## src/rtl/vdp_vram_ctrl_pkg.sv

```systemverilog
// Shared VDP definitions: VRAM geometry, port-B read owners and the
// two-bit control-byte codes used by the host control port.
package vdp_vram_ctrl_pkg;

    localparam int VRAM_ADDR_W = 12;

    typedef enum logic [1:0] {
        OWN_NONE = 2'd0,
        OWN_VID  = 2'd1,
        OWN_CPU  = 2'd2
    } owner_e;

    localparam logic [1:0] SET_RD = 2'b00;
    localparam logic [1:0] SET_WR = 2'b01;
    localparam logic [1:0] REG_WR = 2'b10;

endpackage

```

## src/rtl/vdp_vram_portb_arb.sv

```systemverilog
// VRAM read-port arbiter: display fetches always win, the host read-ahead
// waits, and the owner of each issued read steers the returning byte.
module vdp_vram_portb_arb
    import vdp_vram_ctrl_pkg::*;
#(
    parameter int ADDR_W = VRAM_ADDR_W
) (
    input  logic              clk,
    input  logic              rst_n,
    input  logic              vid_req,
    input  logic [ADDR_W-1:0] vid_addr,
    input  logic              cpu_pend,
    input  logic [ADDR_W-1:0] cpu_addr,
    input  logic [7:0]        ram_rdata,
    output logic [ADDR_W-1:0] ram_raddr,
    output logic              cpu_grant,
    output logic              cpu_load,
    output logic              vid_ack,
    output logic [7:0]        vid_data
);

    owner_e owner_q, owner_d;

    // Nothing issues while reset is held, so the read address reads as zero.
    always_comb begin
        owner_d   = OWN_NONE;
        ram_raddr = '0;
        cpu_grant = 1'b0;
        if (rst_n) begin
            if (vid_req) begin
                owner_d   = OWN_VID;
                ram_raddr = vid_addr;
            end else if (cpu_pend) begin
                owner_d   = OWN_CPU;
                ram_raddr = cpu_addr;
                cpu_grant = 1'b1;
            end
        end
    end

    always_ff @(posedge clk or negedge rst_n) begin
        if (!rst_n) begin
            owner_q <= OWN_NONE;
        end else begin
            owner_q <= owner_d;
        end
    end

    assign vid_ack  = (owner_q == OWN_VID);
    assign vid_data = vid_ack ? ram_rdata : 8'h00;
    assign cpu_load = (owner_q == OWN_CPU);

endmodule

```

## src/rtl/vdp_vram_ctrl.sv

```systemverilog
// Host-side VRAM/register access for the VDP: two-byte control port,
// auto-incrementing data port with read-ahead buffer, shared read port.
module vdp_vram_ctrl
    import vdp_vram_ctrl_pkg::*;
#(
    parameter int ADDR_W = VRAM_ADDR_W
) (
    input  logic              clk,
    input  logic              rst_n,
    input  logic              cpu_sel,
    input  logic              cpu_wr,
    input  logic              cpu_mode,
    input  logic [7:0]        cpu_din,
    output logic [7:0]        cpu_dout,
    output logic              cpu_busy,
    output logic              reg_we,
    output logic [2:0]        reg_addr,
    output logic [7:0]        reg_data,
    input  logic              vid_req,
    input  logic [ADDR_W-1:0] vid_addr,
    output logic              vid_ack,
    output logic [7:0]        vid_data,
    output logic              ram_we,
    output logic [ADDR_W-1:0] ram_waddr,
    output logic [7:0]        ram_wdata,
    output logic [ADDR_W-1:0] ram_raddr,
    input  logic [7:0]        ram_rdata
);

    logic [ADDR_W-1:0] ptr_q, ptr_d;
    logic              flip_q, flip_d;
    logic [7:0]        latch_q, latch_d;
    logic [7:0]        buf_q, buf_d;
    logic              pend_q, pend_d;
    logic [7:0]        dout_q, dout_d;
    logic              regwe_q, regwe_d;
    logic [2:0]        regaddr_q, regaddr_d;
    logic [7:0]        regdata_q, regdata_d;
    logic              we_q, we_d;
    logic [ADDR_W-1:0] waddr_q, waddr_d;
    logic [7:0]        wdata_q, wdata_d;
    logic              cpu_grant, cpu_load, accept;
    logic [ADDR_W-1:0] ptr_set, ptr_inc;

    vdp_vram_portb_arb #(.ADDR_W(ADDR_W)) u_arb (
        .clk       (clk),
        .rst_n     (rst_n),
        .vid_req   (vid_req),
        .vid_addr  (vid_addr),
        .cpu_pend  (pend_q),
        .cpu_addr  (ptr_q),
        .ram_rdata (ram_rdata),
        .ram_raddr (ram_raddr),
        .cpu_grant (cpu_grant),
        .cpu_load  (cpu_load),
        .vid_ack   (vid_ack),
        .vid_data  (vid_data)
    );

    assign cpu_busy = pend_q | cpu_load;
    assign accept   = cpu_sel & ~cpu_busy;
    assign ptr_set  = ADDR_W'({cpu_din[3:0], latch_q});
    assign ptr_inc  = ptr_q + ADDR_W'(1);

    always_comb begin
        ptr_d     = ptr_q;
        flip_d    = flip_q;
        latch_d   = latch_q;
        buf_d     = buf_q;
        pend_d    = pend_q;
        dout_d    = dout_q;
        regwe_d   = 1'b0;
        regaddr_d = regaddr_q;
        regdata_d = regdata_q;
        we_d      = 1'b0;
        waddr_d   = waddr_q;
        wdata_d   = wdata_q;
        if (cpu_grant) pend_d = 1'b0;
        if (cpu_load)  buf_d  = ram_rdata;
        // Host strobes are only taken while no read-ahead is outstanding.
        if (accept) begin
            if (cpu_mode) begin
                if (!cpu_wr) begin
                    dout_d = 8'h00;
                    flip_d = 1'b0;
                end else if (!flip_q) begin
                    latch_d    = cpu_din;
                    flip_d     = 1'b1;
                    ptr_d[7:0] = cpu_din;
                end else begin
                    flip_d = 1'b0;
                    case (cpu_din[7:6])
                        SET_RD: begin
                            ptr_d  = ptr_set;
                            pend_d = 1'b1;
                        end
                        SET_WR: ptr_d = ptr_set;
                        REG_WR, 2'b11: begin
                            regwe_d   = 1'b1;
                            regaddr_d = cpu_din[2:0];
                            regdata_d = latch_q;
                        end
                    endcase
                end
            end else begin
                flip_d = 1'b0;
                ptr_d  = ptr_inc;
                if (cpu_wr) begin
                    we_d    = 1'b1;
                    waddr_d = ptr_q;
                    wdata_d = cpu_din;
                    buf_d   = cpu_din;
                end else begin
                    dout_d = buf_q;
                    pend_d = 1'b1;
                end
            end
        end
    end

    always_ff @(posedge clk or negedge rst_n) begin
        if (!rst_n) begin
            ptr_q     <= '0;
            flip_q    <= 1'b0;
            latch_q   <= 8'h00;
            buf_q     <= 8'h00;
            pend_q    <= 1'b0;
            dout_q    <= 8'h00;
            regwe_q   <= 1'b0;
            regaddr_q <= 3'd0;
            regdata_q <= 8'h00;
            we_q      <= 1'b0;
            waddr_q   <= '0;
            wdata_q   <= 8'h00;
        end else begin
            ptr_q     <= ptr_d;
            flip_q    <= flip_d;
            latch_q   <= latch_d;
            buf_q     <= buf_d;
            pend_q    <= pend_d;
            dout_q    <= dout_d;
            regwe_q   <= regwe_d;
            regaddr_q <= regaddr_d;
            regdata_q <= regdata_d;
            we_q      <= we_d;
            waddr_q   <= waddr_d;
            wdata_q   <= wdata_d;
        end
    end

    assign cpu_dout  = dout_q;
    assign reg_we    = regwe_q;
    assign reg_addr  = regaddr_q;
    assign reg_data  = regdata_q;
    assign ram_we    = we_q;
    assign ram_waddr = waddr_q;
    assign ram_wdata = wdata_q;

endmodule

```

## config.mk

```make
export PLATFORM = sky130hd
export DESIGN_NAME = vdp_vram_ctrl
export DESIGN_NICKNAME = d
export VERILOG_FILES = /design/src/rtl/vdp_vram_ctrl_pkg.sv /design/src/rtl/vdp_vram_portb_arb.sv /design/src/rtl/vdp_vram_ctrl.sv
export SDC_FILE = /design/constraint.sdc
export NUM_CORES = 1
export LEC_CHECK = 0
export CAP_MARGIN = 10
export CORE_MARGIN = 2
export CORE_UTILIZATION = 40
export CTS_CLUSTER_SIZE = 10
export DETAILED_ROUTE_END_ITERATION = 10
export PLACE_DENSITY_LB_ADDON = 0.1
export SYNTH_ARGS = -nofsm -noshare
export SYNTH_HDL_FRONTEND = slang
export SYNTH_SLANG_ARGS = --single-unit
```

## constraint.sdc

```tcl
create_clock -name clk -period 1.5 [get_ports clk]
set_input_delay 0.225 -clock clk [delete_from_list [all_inputs] [get_ports clk]]
set_output_delay 0.225 -clock clk [all_outputs]
set_load 0.05 [all_outputs]
```

==> flow_summary.yaml <==
outcome:
  status: "finished with violations"
  violations: "setup timing"
grt:
  grt_pass1_vias: 3271
  grt_use_total_pct: 22.56
  grt_pass1_wl_microns: 17020
  antenna_found_initial: 0
  grt_max_degree: 41
  overflow: 0
min_path:
  hp-start: "rst_n"
  hold_path.class: "input pin to register"
  whs_path_depth: 4
  min_to: "pend_q"
detailed_routing:
  vias_per_cell: 5.296
  wl_per_cell_microns: 17.89
  ant_nets: 0
  drcViolationCount: 0
  routed_wl_microns: 11000
  vias: 3257
  first_iter_violations: 178
  first_pass_iters: 4
critical_path:
  rr_startpoint: "pend_q"
  cp.required_ns: 1.27
  regToRegSetupSlack_ns: -0.16
  cp-start-kind: "register"
  cp_slowest_cell: "dfrtp_1"
  cp-end-kind: "primary output"
  critPathBufInv: 3
  cp_common_cell: "buf_6"
  criticalPathCategory: "register to primary output"
  path_delay_family: "buffers and inverters"
  worst_path_largest_cell_delay_ns: 0.39
  path_cells: "buf_6, nor2b_4, buf_6, and2_4, buf_12"
  rr_endpoint: "latch_q[3]"
  r2r_cells: 7
  worst-path-max-fanout: 5
  crit_start: "u_arb.owner_q[1]"
  arrival_ns: 1.47
logic_synthesis:
  yosysSeqAreaShare_pct: 52.31
  netlist_area_sq_um: 3492
  synth_top_cell_area_share_pct: 52.31
  yosys.area.top_type: "dfrtp_1"
  synth_ff_type: "dfrtp_1"
  ys_ff_latch: 73
  synth_area_leaders: "dfrtp_1, nand2_1, mux2_2"
  avgSynthCellArea_sq_um: 10.09
  ys_types: 53
  synth_edf_count: 0
  syn_inst: 346
  ys.warnings.count: 0
  async_flop_share_pct: 100.0
  synth_fp_nets: 381
power_and_ir_drop:
  vdd_drop_max_v: 0.001000
  p_leak_uw: 0.002861
  power.density_nw_per_um2: 1501
placed_design:
  pre_cts_slack_ns: -0.3937
  globalplace.congestion: 0.8896
  port_buffers: 96
  dp_hpwl_microns: 7253
  dpl_cell_area_sq_um: 5280
die:
  fp.dieW_microns: 97.44
  core_sq_um: 8593
  row_count: 34
  ioPinCount: 97
  initial_core_util_pct: 40.64
  dieArea_sq_um: 9494
  die_height_microns: 97.44
cells_and_area:
  multi_input_area_sq_um: 1779
  final-seq-area_sq_um: 1828
  final_common_cell: "dfrtp_1"
  fin_util_pct: 70.47
  fill_cells: 630
  finalInstanceArea_sq_um: 6056
  syn_to_final_growth_pct: 73.41
  final_cell_mix: "dfrtp_1, buf_4, nand2_1"
  fin_nets: 538
  antenna_cells: 0
  drive_above_1_share_pct: 46.35
sta:
  fin_ws_ns: -0.1920
  final_max_slew_viol_count: 0
  maxSlewHeadroom_pct: 64.42
  rsz0062_at_grt: "yes"
  layout_min_cycle_time_ns: 1.692
  tightest_slew_ns: 0.5337
  hold_viol: 0
  period_share_pct: 112.8
  setup_viol: 64
  fmax_mhz: 591.0
  finClkSkew_ns: 0.009529
cts:
  cts_inserted_buffers: 9
  cts_tree: "yes"
  htreeDepth: 3
  clk_latency_ns: 0.36
  cts.sinks: 73
  clkTransAtPathRegs_ns: 0.08
  cts_root_buf: "clkbuf_8"
  clock_path_buffers: 2
job:
  cap_violations: 0
-- layout make-up --
| class | instances | share of cell area, % |
|---|---|---|
| clock buffer | 9 | 2.045 |
| clock inverter | 6 | 1.384 |
| inverter | 12 | 0.9504 |
| multi-input combinational | 239 | 29.38 |
| sequential | 73 | 30.19 |
| tap | 108 | 2.231 |
| timing repair buffer | 168 | 33.82 |
-- what timing repair did --
item                       4_1_cts  5_1_grt
cloned                           3        5
gates resized for setup         44       56
setup endpoints to repair       37       85
setup buffers                   11        6
pin swaps                       13       11
hold buffers                     1        0
hold endpoints to repair        73        0
-- state kept, by name, summed over array words and instances (netlist names) --
signal         cells
buf_q              8
latch_q            8
ptr_q             12
ram_wdata          8
u_arb.owner_q      2
reg_data           8
cpu_dout           8
reg_addr           3
pend_q             1
ram_we             1
flip_q             1
ram_waddr         12
reg_we             1
-- metrics by stage --
stage	hold WS [ns]	total power, uW	std cells	setup TNS [ns]
floorplan	-0.07059	5206	346	-0.7266
global placement	0.3059	7043	576	-17.19
detailed placement	0.3089	7111	576	-18.47
CTS	0.2689	8912	604	-5.960
global route	0.3139	9497	615	-10.93
finish	0.2712	9088	615	-6.667
-- logic make-up (layout without fill, tap and decap cells) --
kind of cell | Yosys count | in the layout | share of synthesized area (%)
and+or+nand+nor | 124 | 124 | 17.13
AOI/OAI and AO/OA | 80 | 80 | 15.44
DFF | 73 | 73 | 52.31
muxes | 34 | 34 | 10.50
buffers and inverters | 34 | 195 | 4.263
adders and majority gates | 1 | 1 | 0.3582
-- Yosys cell counts (8+ instances only) --
| cell type | number |
|---|---|
| a21oi_1 | 12 |
| a22o_1 | 12 |
| and2_1 | 9 |
| clkbuf_1 | 11 |
| dfrtp_1 | 73 |
| inv_1 | 11 |
| mux2_2 | 21 |
| mux2i_1 | 13 |
| nand2_1 | 67 |
| nor2_1 | 14 |
| o21ai_0 | 27 |
| o41ai_1 | 8 |
-- per-layer routing --
metal	vias to the layer above	track usage [%]	part of all wire, %
li1	1542	-	-
met1	1609	31.14	45
met2	97	36.29	48
met3	9	5.180	6.1
met4	0	5.449	0.75
met5	-	0	0
-- where the power goes --
group,leakage (uW),internal [uW],switching (uW)
sequential,0.000922,2570,520
combinational,0.00183,1950,2390
clock,0.000109,921,747
-- worst max-delay path by stage --
stage,end,depth (start not counted)
floorplan,latch_q[2],5
global placement,reg_addr[0],6
detailed placement,reg_addr[2],6
CTS,ram_raddr[1],4
global route,ram_raddr[3],4
finish,vid_data[5],5
-- worst register-to-register path, cell delays in order (launching register included) --
cell and delay (ns):
dfrtp_1 0.38, buf_4 0.15, nor2b_4 0.16, nand2_4 0.09, buf_12 0.13, nor3_4 0.15, buf_12 0.16, mux2_2 0.33
No activity file was read; power rests on OpenSTA's default activity.
